`src/rtl/skid_stage_register.sv`:
```
// Two-entry skid buffer (main + skid) with freeze/flush; 1-cycle latency, full throughput.
// Backpressure: in_ready drops only when both entries are held, so upstream never sees a combinational out_ready path.
module skid_stage_register #(
  parameter int               WIDTH       = 32,
  parameter logic [WIDTH-1:0] RESET_VALUE = '0
) (
  input  logic             clk,
  input  logic             rst,
  input  logic             freeze,
  input  logic             flush,
  input  logic             in_valid,
  output logic             in_ready,
  input  logic [WIDTH-1:0] in_data,
  output logic             out_valid,
  input  logic             out_ready,
  output logic [WIDTH-1:0] out_data,
  output logic [1:0]       occupancy
);

  typedef enum logic [1:0] {
    EMPTY = 2'd0,
    ONE   = 2'd1,
    TWO   = 2'd2
  } state_t;

  state_t           state, state_nxt;
  logic [WIDTH-1:0] main_q, main_nxt;
  logic [WIDTH-1:0] skid_q, skid_nxt;
  logic             accept, emit;

  // Gating both handshakes with freeze/flush makes freeze a pure hold in the next-state logic.
  assign in_ready  = (state != TWO)   & ~freeze & ~flush & rst;
  assign out_valid = (state != EMPTY) & ~freeze & ~flush & rst;
  assign out_data  = main_q;
  assign occupancy = state;

  assign accept = in_valid  & in_ready;
  assign emit   = out_valid & out_ready;

  always_ff @(posedge clk or negedge rst) begin
    if (!rst) begin
      state  <= EMPTY;
      main_q <= RESET_VALUE;
      skid_q <= RESET_VALUE;
    end else begin
      state  <= state_nxt;
      main_q <= main_nxt;
      skid_q <= skid_nxt;
    end
  end

  always_comb begin
    state_nxt = state;
    main_nxt  = main_q;
    skid_nxt  = skid_q;
    if (flush) begin
      state_nxt = EMPTY;
      main_nxt  = RESET_VALUE;
      skid_nxt  = RESET_VALUE;
    end else begin
      case (state)
        EMPTY: begin
          if (accept) begin
            main_nxt  = in_data;
            state_nxt = ONE;
          end
        end
        ONE: begin
          case ({accept, emit})
            2'b11: main_nxt = in_data;
            2'b10: begin
              skid_nxt  = in_data;
              state_nxt = TWO;
            end
            2'b01: state_nxt = EMPTY;
            default: state_nxt = ONE;
          endcase
        end
        TWO: begin
          if (emit) begin
            main_nxt  = skid_q;
            state_nxt = ONE;
          end
        end
        default: state_nxt = EMPTY;
      endcase
    end
  end

endmodule

```
`config.mk`:
```
export PLATFORM = sky130hd
export DESIGN_NAME = skid_stage_register
export DESIGN_NICKNAME = d
export VERILOG_FILES = /design/src/rtl/skid_stage_register.sv
export SDC_FILE = /design/constraint.sdc
export NUM_CORES = 1
export LEC_CHECK = 0
export ABC_CLOCK_PERIOD_IN_PS = 2100
export CORE_MARGIN = 8
export CORE_UTILIZATION = 30
export DETAILED_ROUTE_END_ITERATION = 12
export REMOVE_ABC_BUFFERS = 1
export SLEW_MARGIN = 20
export SYNTH_ARGS = -nofsm -noshare
export SYNTH_HDL_FRONTEND = slang
export SYNTH_SLANG_ARGS = --single-unit
```
`constraint.sdc`:
```
create_clock -name clk -period 2.1 [get_ports clk]
set_input_delay 0.315 -clock clk [delete_from_list [all_inputs] [get_ports clk]]
set_output_delay 0.315 -clock clk [all_outputs]
set_load 0.05 [all_outputs]
```
==> results of run 1 <==
## routing by layer
layer  wire, um  track usage [%]  vias to the layer above
met3        558            4.627                        7
met4         77            2.513                        0
met5          0                0                        -
met2       4838            23.44                       60
li1           -                -                     1290
met1       4097            15.47                     1348
## layout make-up
class,instances,area [sq um]
sequential,66,1652
clock inverter,5,55.05
inverter,2,7.507
clock buffer,10,137.6
multi-input combinational,214,1618
tap,140,175.2
fill,1081,6167
timing repair buffer,101,1076
## power by group
part	leakage, nW	switching (W)	internal, W	total [W]
clock	0.0941	0.000485	0.000570	0.00105
sequential	0.915	0.0000172	0.00129	0.00131
combinational	0.771	0.000243	0.000170	0.000413
total	1.78	0.000745	0.00203	0.00278
## layout by cell type, fill, tap and decap left out, types with 2 or more instances in the layout
cell type,count
dfrtp_1,66
a211oi_2,41
clkbuf_8,10
nand2_1,65
buf_4,18
o21ai_0,2
a211oi_1,23
buf_2,2
clkdlybuf4s50_1,67
buf_12,10
a21oi_1,34
clkinv_2,2
mux2i_1,32
clkinvlp_4,2
inv_1,2
## cell families after synthesis
group,after synthesis
mux,33
fa+ha+maj,2
compound gates,101
flops,66
buf+inv,33
simple gates,78
## metrics by stage
| step | setup TNS, ns | instance area (sq um) | setup slack [ns] |
|---|---|---|---|
| floorplan | -217.22 | 3184 | -3.440 |
| global placement | -26.37 | 4377 | -0.4420 |
| finish | 0 | 4721 | 0.07477 |
| detailed placement | -30.61 | 4377 | -0.5124 |
| global route | 0 | 4721 | 0.004473 |
| CTS | 0 | 4661 | 0.001754 |
## what timing repair did
action	CTS	global route
pin swaps	3	0
endpoints found under the setup margin	65	33
setup buffers	3	0
gates resized for setup	10	13
gates cloned	1	0
## worst paths after layout
path                         startpoint           end  slack (ns)  depth (start not counted)
max in group asynchronous           rst     skid_q[5]        1.22                          3
min in group clk             skid_q[19]    skid_q[19]        0.52                          2
setup reg to reg           occupancy[0]  out_data[11]        0.07                          9
setup / recovery           occupancy[0]  out_data[11]        0.07                          9
hold reg to reg              skid_q[19]    skid_q[19]        0.52                          2
hold / removal                      rst     skid_q[6]        0.28                          3
## state kept, by name, indices dropped and copies added, names as in the netlist
name / flops
skid_q: 32
out_data: 32
occupancy: 2
## tightest hold or removal path: cells and delay by family
kind	cells	cell delay, ns
buffers and inverters	3	0.83
==> results.py, run 1 <==
metrics = {
    "cells_and_area": {
        "final_util_pct": 43.36,
        "synthToLayoutAreaGrowth_pct": 39.90,
        "finalNetCount": 434,
        "antenna_cells": 0,
        "fin_cells": 538,
        "layout-drive-gt1-share_pct": 24.87,
    },
    "die": {
        "die_area_sq_mm": 0.01490,
        "initial_utilization_pct": 30.99,
        "core_region_area_sq_mm": 0.01089,
        "die_w_um": 122.1,
        "die_h_um": 122.1,
        "rows": 38,
        "io_pins": 74,
    },
    "routing": {
        "vias": 2705,
        "drt-initial-drc-count": 206,
        "ant_nets": 0,
        "wl_per_cell_um": 17.79,
        "drc_errors": 0,
        "first_pass_iters": 4,
        "vias_per_cell": 5.028,
        "drt_wl_total_um": 9571,
    },
    "synthesis": {
        "synth_top_area_cell": "dfrtp_1",
        "synth_top_family_by_area": "compound AO/OA/AOI/OAI gates",
        "synth_compound_area_share_pct": 24.47,
        "synthCells": 313,
        "syn-cell-area_sq_mm": 0.003374,
        "synth_ff_type": "dfrtp_1",
        "synth_cell_types": 25,
        "async_reset_ff_share_pct": 100.0,
        "yosysTopAreaCellShare_pct": 48.94,
        "synth-xor-area-share_pct": 0,
        "synth-seq-cells": 66,
        "synthMuxAreaShare_pct": 9.826,
        "synth.most_common_cell": "dfrtp_1",
        "synthTopCellsByCount": "66 x dfrtp_1, 65 x nand2_1, 34 x a211oi_1, 34 x a21oi_1, 32 x mux2i_1",
        "synth_edf_count": 0,
        "ys_warn_count": 0,
        "yosysSeqAreaShare_pct": 48.94,
        "synth-simple-area-share_pct": 10.16,
        "yosys.area_share.adder_pct": 0.7416,
        "synth.avg_cell_area_sq_um": 10.78,
        "ys_top_cells_by_area": "dfrtp_1 49%, a211oi_2 11%, mux2i_1 9.5%",
    },
    "power": {
        "power_density_mw_per_mm2": 588.3,
        "peakVddDrop_mv": 0.2918,
        "p_leak_nw": 1.780,
        "finalPower_w": 0.002777,
    },
    "timing": {
        "final_max_slew_viol_count": 0,
        "clock.fmax_mhz": 493.8,
        "worst_pin_slew_ns": 0.9269,
        "period_share_pct": 96.44,
        "setup_violations": 0,
        "slew_headroom_pct": 38.20,
        "hold_violations": 0,
        "layout_min_cycle_time_ns": 2.025,
        "clock_skew_ns": 0.007636,
        "rsz0062_at_grt": "false",
        "timing.hold.ws_ns": 0.2766,
    },
    "clock_tree": {
        "root_buffer": "clkbuf_8",
        "cts.clk_slew.worst_paths_ns": 0.07,
        "clock-sinks": 66,
        "clock_tree.buffer_depth": 2,
        "clk_latency_ns": 0.33,
        "cts_tree": "built",
        "cts.htree.levels": 3,
        "cts_buffers": 9,
        "cts_hold_buf": 0,
    },
    "worst_setup_path": {
        "max_stage_delay_ns": 0.42,
        "crit_chain": "buf_4, nor2_2, nor3_4, ha_2, and3b_2, buf_12, buf_12, a211oi_1, a211oi_2",
        "slowest_stage": "dfrtp_1",
        "critPathTopFamily": "buffers and inverters",
        "crit_path_frequent_cell": "buf_12",
        "start_kind": "register",
        "end_kind": "register",
        "criticalPathCategory": "register to register",
        "required_ns": 2.28,
        "worstPathArrival_ns": 2.20,
        "path_buf_inv": 3,
        "cp_max_fo": 11,
    },
    "outcome": {
        "status": "completed",
    },
    "grt": {
        "grt_pass1_wl_um": 15840,
        "grt_usage_pct": 13.35,
        "grt_pass1_vias": 3009,
        "antenna_found_initial": 0,
        "grt_max_degree": 67,
        "grt_overflow": 0,
    },
    "place": {
        "numPortBuffers": 73,
        "place_congestion": 0.7587,
        "hpwl_um": 6330,
        "place_inst": 519,
    },
    "worst_hold_path": {
        "min_path_type": "primary input to async pin",
    },
    "flow_run": {
        "cap_violations": 0,
    },
}
Note: power is estimated with default switching activity, not from simulation.
==> inputs of run 2 (changes only) <==
--- a/config.mk
+++ b/config.mk
@@ -7,8 +7,9 @@
 export LEC_CHECK = 0
 export ABC_CLOCK_PERIOD_IN_PS = 2100
 export CORE_MARGIN = 8
-export CORE_UTILIZATION = 30
+export CORE_UTILIZATION = 46
 export DETAILED_ROUTE_END_ITERATION = 12
+export PLACE_DENSITY = 0.77
 export REMOVE_ABC_BUFFERS = 1
 export SLEW_MARGIN = 20
 export SYNTH_ARGS = -nofsm -noshare
==> results.py, run 2 (synthesized netlist as in run 1, its figures left out) <==
metrics = {
    "worst_setup_path": {
        "end_kind": "register",
        "rr_worst_depth": 9,
        "worstPathArrival_ns": 2.29,
        "cp_max_fo": 12,
        "required_ns": 2.35,
        "start_kind": "primary input",
        "criticalPathCategory": "primary input to register",
    },
    "timing": {
        "clock.fmax_mhz": 491.4,
        "layout_min_cycle_time_ns": 2.035,
        "rsz0062_at_grt": "true",
        "hold_violations": 0,
        "timing.hold.ws_ns": 0.2706,
        "final_max_slew_viol_count": 0,
        "layout_setup_ws_ns": 0.06482,
        "period_share_pct": 96.91,
        "clock_skew_ns": 0.01416,
        "worst_pin_slew_ns": 0.8760,
        "setup_tns_ns": 0,
        "slew_headroom_pct": 41.60,
        "setup_violations": 0,
    },
    "place": {
        "hpwl_um": 5897,
        "place_congestion": 0.7839,
        "numPortBuffers": 73,
        "place_ws_ns": -0.6157,
    },
    "clock_tree": {
        "cts.htree.levels": 3,
        "clock-sinks": 66,
        "root_buffer": "clkbuf_8",
        "clock_tree.buffer_depth": 2,
        "cts_hold_buf": 0,
        "cts.clk_slew.worst_paths_ns": 0.08,
        "cts_tree": "built",
        "cts_buffers": 9,
        "clk_latency_ns": 0.35,
    },
    "grt": {
        "grt_pass1_vias": 2939,
        "grt_pass1_wl_um": 14690,
        "antenna_found_initial": 1,
        "grt_max_degree": 67,
        "grt_overflow": 0,
        "grt_usage_pct": 18.30,
    },
    "power": {
        "pwr-share-comb_pct": 14.1,
        "p_switching_w": 0.0007989,
        "seq_power_share_pct": 44.5,
        "switching_share_pct": 27.15,
        "peakVddDrop_mv": 0.4626,
        "p_leak_nw": 1.795,
        "pwr-share-clk_pct": 41.4,
        "intPower_w": 0.002144,
        "power_density_mw_per_mm2": 624.0,
    },
    "die": {
        "core_region_area_sq_mm": 0.007176,
        "initial_utilization_pct": 47.03,
        "die_h_um": 101.7,
        "io_pins": 74,
        "die_area_sq_mm": 0.01033,
        "die_w_um": 101.7,
        "rows": 31,
    },
    "routing": {
        "drc_errors": 0,
        "first_pass_iters": 4,
        "vias_per_cell": 5.490,
        "vias": 2756,
        "wl_per_cell_um": 18.30,
        "ant_nets": 0,
        "drt_wl_total_um": 9185,
        "drt-initial-drc-count": 142,
    },
    "cells_and_area": {
        "antenna_cells": 0,
        "layout_commonest_cell": "clkdlybuf4s50_1",
        "final_util_pct": 65.72,
        "synthToLayoutAreaGrowth_pct": 39.75,
        "layout-drive-gt1-share_pct": 26.30,
        "layout_common_cells": "67 x clkdlybuf4s50_1, 65 x nand2_1, 65 x dfrtp_1",
        "finalNetCount": 438,
    },
    "flow_run": {
        "cap_violations": 0,
    },
    "outcome": {
        "status": "completed",
    },
    "worst_hold_path": {
        "min_path_type": "primary input to async pin",
    },
}
[run 2: timing repair]
item                                   CTS  global route
setup endpoints to repair               67            31
resized for setup                       11            15
pin swaps                                1             0
endpoints found under the hold margin    0             0
cloned                                   3             0
setup buffers                            3             3
[run 2: final timing paths]
| check | start | end | slack, ns |
|---|---|---|---|
| max in group asynchronous | rst | occupancy[0] | 1.23 |
| hold / removal | rst | skid_q[19] | 0.27 |
| min in group clk | skid_q[12] | skid_q[12] | 0.52 |
| hold reg to reg | skid_q[12] | skid_q[12] | 0.52 |
| setup / recovery | freeze | out_data[15] | 0.06 |
| setup reg to reg | occupancy[0] | out_data[20] | 0.07 |
[run 2: per-layer routing]
metal	part of all wire (%)	track usage, %
met5	0.19	0
met4	2.2	8.820
met3	6.1	4.811
met2	50	30.33
met1	41	21.49
[run 2: worst max-delay path, cell delays in order]
cell	delay, ns
dlygate4sd2_1	0.27
or3b_4	0.41
nor2_2	0.14
and2_4	0.16
ha_2	0.18
and3b_2	0.25
buf_4	0.14
buf_12	0.13
a211oi_1	0.06
a211oi_2	0.23
[run 2: area by class of cell]
class,instances,area [sq um]
repair buffers,105,1090
inverters,2,7.507
fillers,577,2460
well taps,99,123.9
clock buffers,9,123.9
clock inverters,7,98.84
multi-input cells,214,1619
flip-flops and latches,66,1653
[run 2: power groups by stage]
stage	Sequential [W]	Clock, W	Combinational (W)
after global placement	0.00133	0	0.000392
after CTS	0.00131	0.00124	0.000407
final	0.00131	0.00122	0.000414
after detailed placement	0.00133	0	0.000396
after global routing	0.00131	0.00129	0.000440
after floorplan	0.00140	0	0.000101
[run 2: metrics by stage]
step / total power, W / instances / instance area (sq um)
final: 0.002943 / 502 / 4716
after global routing: 0.003045 / 502 / 4716
after CTS: 0.002954 / 499 / 4627
after detailed placement: 0.001729 / 477 / 4279
after global placement: 0.001725 / 477 / 4279
after floorplan: 0.001505 / 282 / 3184
==> inputs of run 3 (changes only) <==
--- a/config.mk
+++ b/config.mk
@@ -6,11 +6,13 @@
 export NUM_CORES = 1
 export LEC_CHECK = 0
 export ABC_CLOCK_PERIOD_IN_PS = 2100
+export CAP_MARGIN = 15
 export CORE_MARGIN = 8
 export CORE_UTILIZATION = 46
 export DETAILED_ROUTE_END_ITERATION = 12
 export PLACE_DENSITY = 0.77
 export REMOVE_ABC_BUFFERS = 1
+export SKIP_LAST_GASP = 1
 export SLEW_MARGIN = 20
 export SYNTH_ARGS = -nofsm -noshare
 export SYNTH_HDL_FRONTEND = slang
==> results.py, run 3 (synthesized netlist as in run 1, its figures left out) <==
metrics = {
    "worst_setup_path": {
        "end_kind": "register",
        "r2r_setup_slack_ns": 0.07,
        "rr_worst_depth": 9,
        "worstPathArrival_ns": 2.22,
        "start_kind": "register",
        "criticalPathCategory": "register to register",
        "cp_max_fo": 12,
        "required_ns": 2.29,
    },
    "routing": {
        "drt-initial-drc-count": 129,
        "met1_length_um": 3899,
        "vias": 2769,
        "top_layer": "met5",
        "first_pass_iters": 4,
        "wl_met2_um": 4523,
        "wl_met3_um": 502,
        "drc_errors": 0,
        "ant_nets": 0,
        "drt_wl_total_um": 9156,
        "vias_per_cell": 5.516,
        "wl_per_cell_um": 18.24,
    },
    "cells_and_area": {
        "final_util_pct": 65.61,
        "fillers": 578,
        "postLayoutCellArea_sq_mm": 0.004708,
        "layout-drive-gt1-share_pct": 26.05,
        "layout_commonest_cell": "clkdlybuf4s50_1",
        "area.sequential_sq_mm": 0.001653,
        "antenna_cells": 0,
        "layout_common_cells": "67 x clkdlybuf4s50_1, 65 x nand2_1, 65 x dfrtp_1",
        "finalNetCount": 438,
        "multiInputGateArea_sq_mm": 0.001614,
        "synthToLayoutAreaGrowth_pct": 39.53,
    },
    "power": {
        "pwr-share-clk_pct": 41.4,
        "switching_share_pct": 27.20,
        "p_switching_w": 0.0008009,
        "p_leak_nw": 1.795,
        "peakVddDrop_mv": 0.4623,
        "power_density_mw_per_mm2": 625.4,
        "pwr-share-comb_pct": 14.0,
        "intPower_w": 0.002144,
        "seq_power_share_pct": 44.5,
    },
    "timing": {
        "slew_headroom_pct": 41.54,
        "clock_skew_ns": 0.01826,
        "clock.fmax_mhz": 491.9,
        "period_share_pct": 96.80,
        "layout_min_cycle_time_ns": 2.033,
        "setup_violations": 0,
        "worst_pin_slew_ns": 0.8769,
        "hold_violations": 0,
        "final_max_slew_viol_count": 0,
        "rsz0062_at_grt": "true",
    },
    "grt": {
        "grt_pass1_vias": 2935,
        "antenna_found_initial": 1,
        "grt_pass1_wl_um": 14660,
        "grt_max_degree": 67,
        "grt_overflow": 0,
        "grt_usage_pct": 18.26,
    },
    "clock_tree": {
        "clk_latency_ns": 0.36,
        "clock_tree.buffer_depth": 2,
        "clock-sinks": 66,
        "root_buffer": "clkbuf_8",
        "cts.clk_slew.worst_paths_ns": 0.08,
        "cts_hold_buf": 0,
        "cts_buffers": 9,
        "cts_tree": "built",
        "cts.htree.levels": 3,
    },
    "outcome": {
        "status": "completed",
    },
    "place": {
        "hpwl_um": 5897,
        "numPortBuffers": 73,
        "place_area_sq_mm": 0.004279,
        "place_congestion": 0.7839,
    },
    "flow_run": {
        "cap_violations": 0,
    },
    "die": {
        "io_pins": 74,
        "rows": 31,
        "core_region_area_sq_mm": 0.007176,
        "die_h_um": 101.7,
        "die_area_sq_mm": 0.01033,
        "initial_utilization_pct": 47.03,
        "die_w_um": 101.7,
    },
    "worst_hold_path": {
        "min_path_type": "primary input to async pin",
    },
}
## run 3: worst paths after layout
path                                    from            to
worst max-delay path            occupancy[0]  out_data[20]
worst min-delay path                     rst  out_data[12]
worst max register to register  occupancy[0]  out_data[20]
worst min register to register    skid_q[12]    skid_q[12]
max in group asynchronous                rst  occupancy[0]
min in group clk                 in_data[30]    skid_q[30]
## run 3: cell type report
class | instances | share of cell area, %
Clock inverter | 7 | 2.099
Timing Repair Buffer | 105 | 23.09
Tap cell | 99 | 2.631
Multi-Input combinational cell | 214 | 34.28
Inverter | 2 | 0.1594
Clock buffer | 9 | 2.631
Sequential cell | 66 | 35.11
## run 3: power by group through the flow
stage	Clock, W	Sequential (W)	Combinational (W)
5_1_grt	0.00129	0.00131	0.000440
3_3_place_gp	0	0.00133	0.000392
2_1_floorplan	0	0.00140	0.000101
6_report	0.00122	0.00131	0.000413
3_5_place_dp	0	0.00133	0.000396
4_1_cts	0.00124	0.00131	0.000406
## run 3: per-layer routing
layer	track usage, %	vias to the layer above
li1	-	1297
met1	21.41	1380
met2	30.28	73
met3	4.811	17
met4	8.820	2
met5	0	-
## run 3: critical path: stages, from the launching register on
cell	delay (ns)
dfrtp_2	0.46
nor2b_4	0.13
nor2_2	0.05
and2_4	0.16
ha_2	0.18
and3b_2	0.25
buf_4	0.15
buf_12	0.14
a211oi_1	0.28
a211oi_2	0.09
## run 3: what timing repair did
| action | CTS | global route |
|---|---|---|
| gates resized for setup | 10 | 14 |
| setup endpoints to repair | 67 | 31 |
| cloned | 3 | 0 |
| pin swaps | 1 | 0 |
| setup buffers | 3 | 3 |
## run 3: stage by stage
step / total power [W] / setup TNS [ns] / worst slack, ns / cells / hold WS [ns]
after CTS: 0.002953 / -0.02384 / -0.02384 / 499 / 0.2870
after detailed placement: 0.001729 / -34.79 / -0.6157 / 477 / 0.5154
after global placement: 0.001725 / -28.90 / -0.5144 / 477 / 0.5091
after floorplan: 0.001505 / -217.22 / -3.440 / 282 / 0.01941
final: 0.002945 / 0 / 0.06717 / 502 / 0.2606
after global routing: 0.003044 / -0.1175 / -0.02340 / 502 / 0.3545
